[src/rtl/rvfi_retire_serializer_if.sv]
// Bundle of the NRET-wide RVFI retire input, the single-channel output and status.
// slave = serializer side, master = producer/consumer side.
interface rvfi_retire_serializer_if #(
    parameter int NRET  = 2,
    parameter int XLEN  = 32,
    parameter int DEPTH = 8
);
    logic [NRET-1:0]        in_valid;
    logic [NRET*8-1:0]      in_order;
    logic [NRET*32-1:0]     in_insn;
    logic [NRET-1:0]        in_trap;
    logic [NRET*5-1:0]      in_rs1_addr;
    logic [NRET*5-1:0]      in_rs2_addr;
    logic [NRET*5-1:0]      in_rd_addr;
    logic [NRET*XLEN-1:0]   in_rs1_rdata;
    logic [NRET*XLEN-1:0]   in_rs2_rdata;
    logic [NRET*XLEN-1:0]   in_rd_wdata;
    logic [NRET*XLEN-1:0]   in_pc_rdata;
    logic [NRET*XLEN-1:0]   in_pc_wdata;
`ifdef RVFI_RETIRE_SERIALIZER_MEM_EN
    logic [NRET*XLEN-1:0]   in_mem_addr;
    logic [NRET*XLEN/8-1:0] in_mem_rmask;
    logic [NRET*XLEN/8-1:0] in_mem_wmask;
    logic [NRET*XLEN-1:0]   in_mem_rdata;
    logic [NRET*XLEN-1:0]   in_mem_wdata;
    logic [XLEN-1:0]        out_mem_addr;
    logic [XLEN/8-1:0]      out_mem_rmask;
    logic [XLEN/8-1:0]      out_mem_wmask;
    logic [XLEN-1:0]        out_mem_rdata;
    logic [XLEN-1:0]        out_mem_wdata;
`endif
    logic                   out_valid;
    logic                   out_ready;
    logic [7:0]             out_order;
    logic [31:0]            out_insn;
    logic                   out_trap;
    logic [4:0]             out_rs1_addr;
    logic [4:0]             out_rs2_addr;
    logic [4:0]             out_rd_addr;
    logic [XLEN-1:0]        out_rs1_rdata;
    logic [XLEN-1:0]        out_rs2_rdata;
    logic [XLEN-1:0]        out_rd_wdata;
    logic [XLEN-1:0]        out_pc_rdata;
    logic [XLEN-1:0]        out_pc_wdata;
    logic                   overflow;
    logic                   order_error;
    logic [$clog2(DEPTH):0] count;

    modport slave (
        input  in_valid, in_order, in_insn, in_trap, in_rs1_addr, in_rs2_addr, in_rd_addr,
               in_rs1_rdata, in_rs2_rdata, in_rd_wdata, in_pc_rdata, in_pc_wdata,
`ifdef RVFI_RETIRE_SERIALIZER_MEM_EN
               in_mem_addr, in_mem_rmask, in_mem_wmask, in_mem_rdata, in_mem_wdata,
        output out_mem_addr, out_mem_rmask, out_mem_wmask, out_mem_rdata, out_mem_wdata,
`endif
        input  out_ready,
        output out_valid, out_order, out_insn, out_trap, out_rs1_addr, out_rs2_addr, out_rd_addr,
               out_rs1_rdata, out_rs2_rdata, out_rd_wdata, out_pc_rdata, out_pc_wdata,
               overflow, order_error, count
    );

    modport master (
        output in_valid, in_order, in_insn, in_trap, in_rs1_addr, in_rs2_addr, in_rd_addr,
               in_rs1_rdata, in_rs2_rdata, in_rd_wdata, in_pc_rdata, in_pc_wdata,
`ifdef RVFI_RETIRE_SERIALIZER_MEM_EN
               in_mem_addr, in_mem_rmask, in_mem_wmask, in_mem_rdata, in_mem_wdata,
        input  out_mem_addr, out_mem_rmask, out_mem_wmask, out_mem_rdata, out_mem_wdata,
`endif
        output out_ready,
        input  out_valid, out_order, out_insn, out_trap, out_rs1_addr, out_rs2_addr, out_rd_addr,
               out_rs1_rdata, out_rs2_rdata, out_rd_wdata, out_pc_rdata, out_pc_wdata,
               overflow, order_error, count
    );
endinterface

[src/rtl/rvfi_retire_serializer.sv]
// Purpose: serialize an NRET-wide RVFI retire bundle into one RVFI channel, oldest first; memory fields when RVFI_RETIRE_SERIALIZER_MEM_EN is defined.
// Latency: one cycle from push to out_* when empty; no combinational in->out path.
// Backpressure: out_valid/out_ready; a cycle that does not fit is dropped whole and sets sticky overflow.
module rvfi_retire_serializer #(
    parameter int NRET  = 2,
    parameter int XLEN  = 32,
    parameter int DEPTH = 8
) (
    input logic                   clk,
    input logic                   reset,
    rvfi_retire_serializer_if.slave bus
);
    localparam int PW = $clog2(DEPTH);
    localparam int CW = PW + 1;

    typedef struct packed {
        logic [7:0]        order;
        logic [31:0]       insn;
        logic              trap;
        logic [4:0]        rs1_addr;
        logic [4:0]        rs2_addr;
        logic [4:0]        rd_addr;
        logic [XLEN-1:0]   rs1_rdata;
        logic [XLEN-1:0]   rs2_rdata;
        logic [XLEN-1:0]   rd_wdata;
        logic [XLEN-1:0]   pc_rdata;
        logic [XLEN-1:0]   pc_wdata;
`ifdef RVFI_RETIRE_SERIALIZER_MEM_EN
        logic [XLEN-1:0]   mem_addr;
        logic [XLEN/8-1:0] mem_rmask;
        logic [XLEN/8-1:0] mem_wmask;
        logic [XLEN-1:0]   mem_rdata;
        logic [XLEN-1:0]   mem_wdata;
`endif
    } entry_t;

    entry_t          mem_q [DEPTH];
    entry_t          mem_d [DEPTH];
    entry_t          ch_entry;
    entry_t          head;
    logic [PW-1:0]   wr_ptr_q, wr_ptr_d, rd_ptr_q, rd_ptr_d, wr_idx;
    logic [CW-1:0]   count_q, count_d, npush;
    logic [CW:0]     need;
    logic            overflow_q, overflow_d;
    logic            order_error_q, order_error_d;
    logic            expect_valid_q, expect_valid_d;
    logic [7:0]      expect_order_q, expect_order_d;
    logic            pop, accept;

    assign head = mem_q[rd_ptr_q];

    always_comb begin
        npush = '0;
        for (int ch = 0; ch < NRET; ch++) begin
            npush = npush + CW'(bus.in_valid[ch]);
        end
        pop    = (count_q != '0) && bus.out_ready;
        // Space freed by a same-cycle pop counts toward the push.
        need   = {1'b0, count_q} + {1'b0, npush} - (CW+1)'(pop);
        accept = (need <= (CW+1)'(DEPTH));

        mem_d    = mem_q;
        wr_idx   = wr_ptr_q;
        ch_entry = '0;
        for (int ch = 0; ch < NRET; ch++) begin
            ch_entry.order     = bus.in_order[ch*8 +: 8];
            ch_entry.insn      = bus.in_insn[ch*32 +: 32];
            ch_entry.trap      = bus.in_trap[ch];
            ch_entry.rs1_addr  = bus.in_rs1_addr[ch*5 +: 5];
            ch_entry.rs2_addr  = bus.in_rs2_addr[ch*5 +: 5];
            ch_entry.rd_addr   = bus.in_rd_addr[ch*5 +: 5];
            ch_entry.rs1_rdata = bus.in_rs1_rdata[ch*XLEN +: XLEN];
            ch_entry.rs2_rdata = bus.in_rs2_rdata[ch*XLEN +: XLEN];
            ch_entry.rd_wdata  = bus.in_rd_wdata[ch*XLEN +: XLEN];
            ch_entry.pc_rdata  = bus.in_pc_rdata[ch*XLEN +: XLEN];
            ch_entry.pc_wdata  = bus.in_pc_wdata[ch*XLEN +: XLEN];
`ifdef RVFI_RETIRE_SERIALIZER_MEM_EN
            ch_entry.mem_addr  = bus.in_mem_addr[ch*XLEN +: XLEN];
            ch_entry.mem_rmask = bus.in_mem_rmask[ch*(XLEN/8) +: XLEN/8];
            ch_entry.mem_wmask = bus.in_mem_wmask[ch*(XLEN/8) +: XLEN/8];
            ch_entry.mem_rdata = bus.in_mem_rdata[ch*XLEN +: XLEN];
            ch_entry.mem_wdata = bus.in_mem_wdata[ch*XLEN +: XLEN];
`endif
            // Compacting write: only valid channels consume a slot.
            if (accept && bus.in_valid[ch]) begin
                mem_d[wr_idx] = ch_entry;
                wr_idx        = wr_idx + PW'(1);
            end
        end

        wr_ptr_d   = wr_idx;
        rd_ptr_d   = pop ? rd_ptr_q + PW'(1) : rd_ptr_q;
        count_d    = count_q + (accept ? npush : '0) - CW'(pop);
        overflow_d = overflow_q | ~accept;

        order_error_d  = order_error_q;
        expect_order_d = expect_order_q;
        expect_valid_d = expect_valid_q;
        if (pop) begin
            if (expect_valid_q && (head.order != expect_order_q)) begin
                order_error_d = 1'b1;
            end
            expect_order_d = head.order + 8'd1;
            expect_valid_d = 1'b1;
        end
    end

    always_ff @(posedge clk) begin
        if (reset) begin
            wr_ptr_q       <= '0;
            rd_ptr_q       <= '0;
            count_q        <= '0;
            overflow_q     <= 1'b0;
            order_error_q  <= 1'b0;
            expect_valid_q <= 1'b0;
            expect_order_q <= '0;
        end else begin
            wr_ptr_q       <= wr_ptr_d;
            rd_ptr_q       <= rd_ptr_d;
            count_q        <= count_d;
            overflow_q     <= overflow_d;
            order_error_q  <= order_error_d;
            expect_valid_q <= expect_valid_d;
            expect_order_q <= expect_order_d;
        end
    end

    // Storage needs no reset: entries are only visible while count is non-zero.
    always_ff @(posedge clk) begin
        mem_q <= mem_d;
    end

    assign bus.out_valid     = (count_q != '0);
    assign bus.out_order     = head.order;
    assign bus.out_insn      = head.insn;
    assign bus.out_trap      = head.trap;
    assign bus.out_rs1_addr  = head.rs1_addr;
    assign bus.out_rs2_addr  = head.rs2_addr;
    assign bus.out_rd_addr   = head.rd_addr;
    assign bus.out_rs1_rdata = head.rs1_rdata;
    assign bus.out_rs2_rdata = head.rs2_rdata;
    assign bus.out_rd_wdata  = head.rd_wdata;
    assign bus.out_pc_rdata  = head.pc_rdata;
    assign bus.out_pc_wdata  = head.pc_wdata;
`ifdef RVFI_RETIRE_SERIALIZER_MEM_EN
    assign bus.out_mem_addr  = head.mem_addr;
    assign bus.out_mem_rmask = head.mem_rmask;
    assign bus.out_mem_wmask = head.mem_wmask;
    assign bus.out_mem_rdata = head.mem_rdata;
    assign bus.out_mem_wdata = head.mem_wdata;
`endif
    assign bus.overflow      = overflow_q;
    assign bus.order_error   = order_error_q;
    assign bus.count         = count_q;
endmodule

[src/flat_wrapper.sv]
// flat-port wrapper written by rule: the top's interface ports become plain ports
module rvfi_retire_serializer_flat 
#(
    parameter int NRET  = 2,
    parameter int XLEN  = 32,
    parameter int DEPTH = 8
)
  (clk, reset, bus_in_valid, bus_in_order, bus_in_insn, bus_in_trap, bus_in_rs1_addr, bus_in_rs2_addr, bus_in_rd_addr, bus_in_rs1_rdata, bus_in_rs2_rdata, bus_in_rd_wdata, bus_in_pc_rdata, bus_in_pc_wdata, bus_out_ready, bus_out_valid, bus_out_order, bus_out_insn, bus_out_trap, bus_out_rs1_addr, bus_out_rs2_addr, bus_out_rd_addr, bus_out_rs1_rdata, bus_out_rs2_rdata, bus_out_rd_wdata, bus_out_pc_rdata, bus_out_pc_wdata, bus_overflow, bus_order_error, bus_count);
  rvfi_retire_serializer_if #(.NRET(NRET), .XLEN(XLEN), .DEPTH(DEPTH)) bus_i ();
  input logic clk;
  input logic reset;
  input wire logic [$bits(bus_i.in_valid)-1:0] bus_in_valid;
  input wire logic [$bits(bus_i.in_order)-1:0] bus_in_order;
  input wire logic [$bits(bus_i.in_insn)-1:0] bus_in_insn;
  input wire logic [$bits(bus_i.in_trap)-1:0] bus_in_trap;
  input wire logic [$bits(bus_i.in_rs1_addr)-1:0] bus_in_rs1_addr;
  input wire logic [$bits(bus_i.in_rs2_addr)-1:0] bus_in_rs2_addr;
  input wire logic [$bits(bus_i.in_rd_addr)-1:0] bus_in_rd_addr;
  input wire logic [$bits(bus_i.in_rs1_rdata)-1:0] bus_in_rs1_rdata;
  input wire logic [$bits(bus_i.in_rs2_rdata)-1:0] bus_in_rs2_rdata;
  input wire logic [$bits(bus_i.in_rd_wdata)-1:0] bus_in_rd_wdata;
  input wire logic [$bits(bus_i.in_pc_rdata)-1:0] bus_in_pc_rdata;
  input wire logic [$bits(bus_i.in_pc_wdata)-1:0] bus_in_pc_wdata;
  input wire logic [$bits(bus_i.out_ready)-1:0] bus_out_ready;
  output wire logic [$bits(bus_i.out_valid)-1:0] bus_out_valid;
  output wire logic [$bits(bus_i.out_order)-1:0] bus_out_order;
  output wire logic [$bits(bus_i.out_insn)-1:0] bus_out_insn;
  output wire logic [$bits(bus_i.out_trap)-1:0] bus_out_trap;
  output wire logic [$bits(bus_i.out_rs1_addr)-1:0] bus_out_rs1_addr;
  output wire logic [$bits(bus_i.out_rs2_addr)-1:0] bus_out_rs2_addr;
  output wire logic [$bits(bus_i.out_rd_addr)-1:0] bus_out_rd_addr;
  output wire logic [$bits(bus_i.out_rs1_rdata)-1:0] bus_out_rs1_rdata;
  output wire logic [$bits(bus_i.out_rs2_rdata)-1:0] bus_out_rs2_rdata;
  output wire logic [$bits(bus_i.out_rd_wdata)-1:0] bus_out_rd_wdata;
  output wire logic [$bits(bus_i.out_pc_rdata)-1:0] bus_out_pc_rdata;
  output wire logic [$bits(bus_i.out_pc_wdata)-1:0] bus_out_pc_wdata;
  output wire logic [$bits(bus_i.overflow)-1:0] bus_overflow;
  output wire logic [$bits(bus_i.order_error)-1:0] bus_order_error;
  output wire logic [$bits(bus_i.count)-1:0] bus_count;
  assign bus_i.in_valid = bus_in_valid;
  assign bus_i.in_order = bus_in_order;
  assign bus_i.in_insn = bus_in_insn;
  assign bus_i.in_trap = bus_in_trap;
  assign bus_i.in_rs1_addr = bus_in_rs1_addr;
  assign bus_i.in_rs2_addr = bus_in_rs2_addr;
  assign bus_i.in_rd_addr = bus_in_rd_addr;
  assign bus_i.in_rs1_rdata = bus_in_rs1_rdata;
  assign bus_i.in_rs2_rdata = bus_in_rs2_rdata;
  assign bus_i.in_rd_wdata = bus_in_rd_wdata;
  assign bus_i.in_pc_rdata = bus_in_pc_rdata;
  assign bus_i.in_pc_wdata = bus_in_pc_wdata;
  assign bus_i.out_ready = bus_out_ready;
  assign bus_out_valid = bus_i.out_valid;
  assign bus_out_order = bus_i.out_order;
  assign bus_out_insn = bus_i.out_insn;
  assign bus_out_trap = bus_i.out_trap;
  assign bus_out_rs1_addr = bus_i.out_rs1_addr;
  assign bus_out_rs2_addr = bus_i.out_rs2_addr;
  assign bus_out_rd_addr = bus_i.out_rd_addr;
  assign bus_out_rs1_rdata = bus_i.out_rs1_rdata;
  assign bus_out_rs2_rdata = bus_i.out_rs2_rdata;
  assign bus_out_rd_wdata = bus_i.out_rd_wdata;
  assign bus_out_pc_rdata = bus_i.out_pc_rdata;
  assign bus_out_pc_wdata = bus_i.out_pc_wdata;
  assign bus_overflow = bus_i.overflow;
  assign bus_order_error = bus_i.order_error;
  assign bus_count = bus_i.count;
  rvfi_retire_serializer #(.NRET(NRET), .XLEN(XLEN), .DEPTH(DEPTH)) u_core (.clk(clk), .reset(reset), .bus(bus_i));
endmodule
[config.mk]
export PLATFORM = sky130hd
export DESIGN_NAME = rvfi_retire_serializer_flat
export DESIGN_NICKNAME = d
export VERILOG_FILES = /design/src/rtl/rvfi_retire_serializer_if.sv /design/src/rtl/rvfi_retire_serializer.sv /design/src/flat_wrapper.sv
export SDC_FILE = /design/constraint.sdc
export NUM_CORES = 2
export LEC_CHECK = 0
export ABC_CLOCK_PERIOD_IN_PS = 9600
export CAP_MARGIN = 5
export CELL_PAD_IN_SITES_DETAIL_PLACEMENT = 1
export CELL_PAD_IN_SITES_GLOBAL_PLACEMENT = 2
export CORE_ASPECT_RATIO = 0.9
export CORE_MARGIN = 5
export CORE_UTILIZATION = 39
export CTS_BUF_LIST = sky130_fd_sc_hd__clkbuf_2
export DETAILED_ROUTE_END_ITERATION = 8
export PLACE_DENSITY = 0.85
export SYNTH_ARGS = -nofsm -noshare
export SYNTH_HDL_FRONTEND = slang
export SYNTH_SLANG_ARGS = --single-unit
[constraint.sdc]
create_clock -name clk -period 9.6 [get_ports clk]
set_input_delay 1.44 -clock clk [delete_from_list [all_inputs] [get_ports clk]]
set_output_delay 1.44 -clock clk [all_outputs]
set_load 0.1 [all_outputs]
==> flow_summary.toml <==
[detailed_routing]
wire_per_inst_um = 29.12
drt_iter0_drc = 8798
dr.pass1.iters = 5
vias = 84683
postRouteAntennaNets = 0
vias_per_cell = 6.190
drc = 0
routed_wl_mm = 398.3

[critical_path]
worstSetupPathType = "reg -> out"
critPathArrivalTime_ns = 6.35
crit_path_start_kind = "register"
crit_required_ns = 8.16
r2r_slack_ns = 3.28
r2r-start = "u_core.bus.count[3]"
reg2reg_to = "u_core.mem_q[952]"
endpoint_kind = "output port"
reg2reg_depth = 16
cp_max_fo = 49

[sta]
clock.fmax_ghz = 0.1284
drv_slew = 0
setup_viol = 0
finalHoldViolations = 0
finalClockSkew_ns = 0.2099
timing.setup.tns_ns = 0
fin_crit_sh = 0.8114
worstMarginPinSlew_ns = 1.432
min_period_ns = 7.789
slew-limit-headroom = 0.04532
hold_slack_ns = 0.2332
rsz0062_at_grt = "no"
final.setup.worst_slack_ns = 1.811

[logic_synthesis]
syn-num-nets = 10882
yosysWarnings = 0
yosysTopAreaCell = "dfxtp_1"
synth_ff_type = "dfxtp_1"
synthCells = 10428
yosysSeqAreaShare = 0.4120
synth_area_leaders = "dfxtp_1 41%, a21oi_1 15%, mux4_2 11%"
netlist.area_leader.share = 0.4120
syn-cell-area_um2 = 84980
syn_avg_cell_area_um2 = 8.149
synth_edf_count = 0
async_flop_share = 0
yosysUniqueCellTypes = 52
synth_seq_cells = 1749

[pwr]
p_leak_uw = 0.03729
power.switching_uw = 18120
peakVddDrop_uv = 362.6
p_comb_frac = 0.529
pwr-share-seq = 0.325
power_per_cell_area_nw_per_um2 = 389.9
p_int_uw = 19170
swShare = 0.4859
power.share.clock = 0.147

[cts]
cts_hold_buf = 11
cts_tree = "yes"
cts_sinks = 1749
clk_pin_slew_ns = 0.13
cts_resized = 0
clock_latency_ns = 2.03
numCtsBuffers = 479
cts_buffer_depth = 4
cts_htree_levels = 5
post_cts_buffers = 0
root_buffer = "clkbuf_2"

[placed_design]
dp_slack_ns = 2.736
io_buffers = 659
place_congestion = 0.8114
dp_hpwl_mm = 200.3

[global_routing]
antenna_found_initial = 123
overflow = 0
grt_pass1_vias = 88710
grt.total_usage = 0.3348
grt_max_degree = 147
grt_pass1_wl_mm = 578.5

[floorplan]
dieWidth_um = 502.1
core-area_um2 = 216700
ios = 660
initial_core_util = 0.3922
num_rows = 162
die-area_um2 = 227400
die_h_um = 452.8

[cells_and_area]
layout_commonest_cell = "a21oi_1"
layout_common_cells = "2552 x a21oi_1, 1988 x nand2_1, 1746 x dfxtp_1"
drive_gt1_frac = 0.1430
utilization = 0.4414
fin_nets = 10826
syn_to_final_growth_pct = 12.55

[hold_path]
worstHoldPathCells = 3
worstHoldStart = "bus_in_pc_wdata[15]"
worstHoldPathType = "in -> reg"
hold_end = "u_core.mem_q[1527]"

[status]
status = "complete, no violations"

[flow_run]
max_cap_viol_count = 0
## state kept, by name, summed over array words and instances (netlist names)
signal	cells
u_core.mem_q	1728
u_core.expect_order_q	8
u_core.bus.count	4
u_core.rd_ptr_q	3
u_core.wr_ptr_q	3
u_core.bus.order_error	1
u_core.bus.overflow	1
u_core.expect_valid_q	1
## stage by stage
| stage | cells | power [uW] | area (um^2) |
|---|---|---|---|
| 3_3_place_gp | 12750 | 30920 | 91200 |
| 3_5_place_dp | 12750 | 31690 | 91200 |
| 2_1_floorplan | 10428 | 26160 | 84980 |
| 5_1_grt | 13662 | 38920 | 95610 |
| 4_1_cts | 13580 | 37170 | 95400 |
| 6_report | 13680 | 37290 | 95650 |
## metal layers
layer | vias up | global-route usage | share of wire
met3 | 990 | 0.06931 | 0.084
met1 | 43125 | 0.4218 | 0.40
li1 | 36217 | - | -
met4 | 50 | 0.1919 | 0.050
met5 | - | 0 | 0.00081
met2 | 4301 | 0.5342 | 0.46
## cells by family after synthesis
| kind of cell | count (synthesis) | share of synthesized area |
|---|---|---|
| fa+ha+maj | 17 | 0.002680 |
| buf+inv | 1335 | 0.06926 |
| mux | 653 | 0.1422 |
| flops | 1749 | 0.4120 |
| simple gates | 3358 | 0.1495 |
| compound gates | 3292 | 0.2214 |
| xor+xnor | 24 | 0.002915 |
## critical path, cell delays in order (launching register included)
cell and delay, ns:
dfxtp_4 0.69, buf_4 0.65, buf_4 0.83, nor2b_1 0.56, a22oi_1 0.29, nand2_1 0.22
inv_1 0.14, clkdlybuf4s50_1 1.01
## cell type report
class | instances | area (um^2)
Inverter | 20 | 75.07
Multi-Input combinational cell | 7344 | 44370
Fill cell | 25809 | 121000
Sequential cell | 1749 | 35020
Clock inverter | 94 | 466.7
Clock buffer | 725 | 3628
Tap cell | 2870 | 3591
Antenna cell | 100 | 250.2
Timing Repair Buffer | 778 | 8248
## worst max-delay path by stage
stage                                   start             endpoint  slack (ns)  depth (start not counted)
after detailed placement      bus_in_valid[1]   u_core.mem_q[1598]        2.74                         16
after global placement        bus_in_valid[1]   u_core.mem_q[1649]        2.83                         16
after floorplan           u_core.bus.count[3]  u_core.bus.count[3]        3.50                         22
after global routing       u_core.rd_ptr_q[1]     bus_out_order[1]        1.60                          6
after CTS                  u_core.rd_ptr_q[1]     bus_out_order[4]        1.68                          7
final                      u_core.rd_ptr_q[1]     bus_out_order[4]        1.81                          7
## synthesized netlist by cell type (5+ instances only)
library cell,n
a21oi_1,2552
nand3_1,12
clkbuf_2,292
a2bb2oi_1,432
mux2_2,211
mux4_2,422
buf_2,380
nor2_1,1324
nand2_1,1988
buf_1,79
dfxtp_1,1749
ha_1,15
a22oi_1,8
o2111a_1,8
a2111oi_4,8
o21ai_0,5
nor2b_1,5
o2111ai_1,5
o211ai_2,8
buf_4,9
clkbuf_1,555
nand3b_1,5
xnor2_1,14
and2_1,5
mux2i_1,20
inv_1,19
xor2_1,8
a31oi_1,242
## power groups by stage
stage                     Clock (uW)  Combinational (uW)  Sequential, uW
after global placement             0               18900           12000
after detailed placement           0               19500           12200
after global routing            5930               20600           12400
after CTS                       5570               19600           12000
after floorplan                    0               14500           11600
final                           5470               19700           12100
No activity file was read; power rests on OpenSTA's default activity.
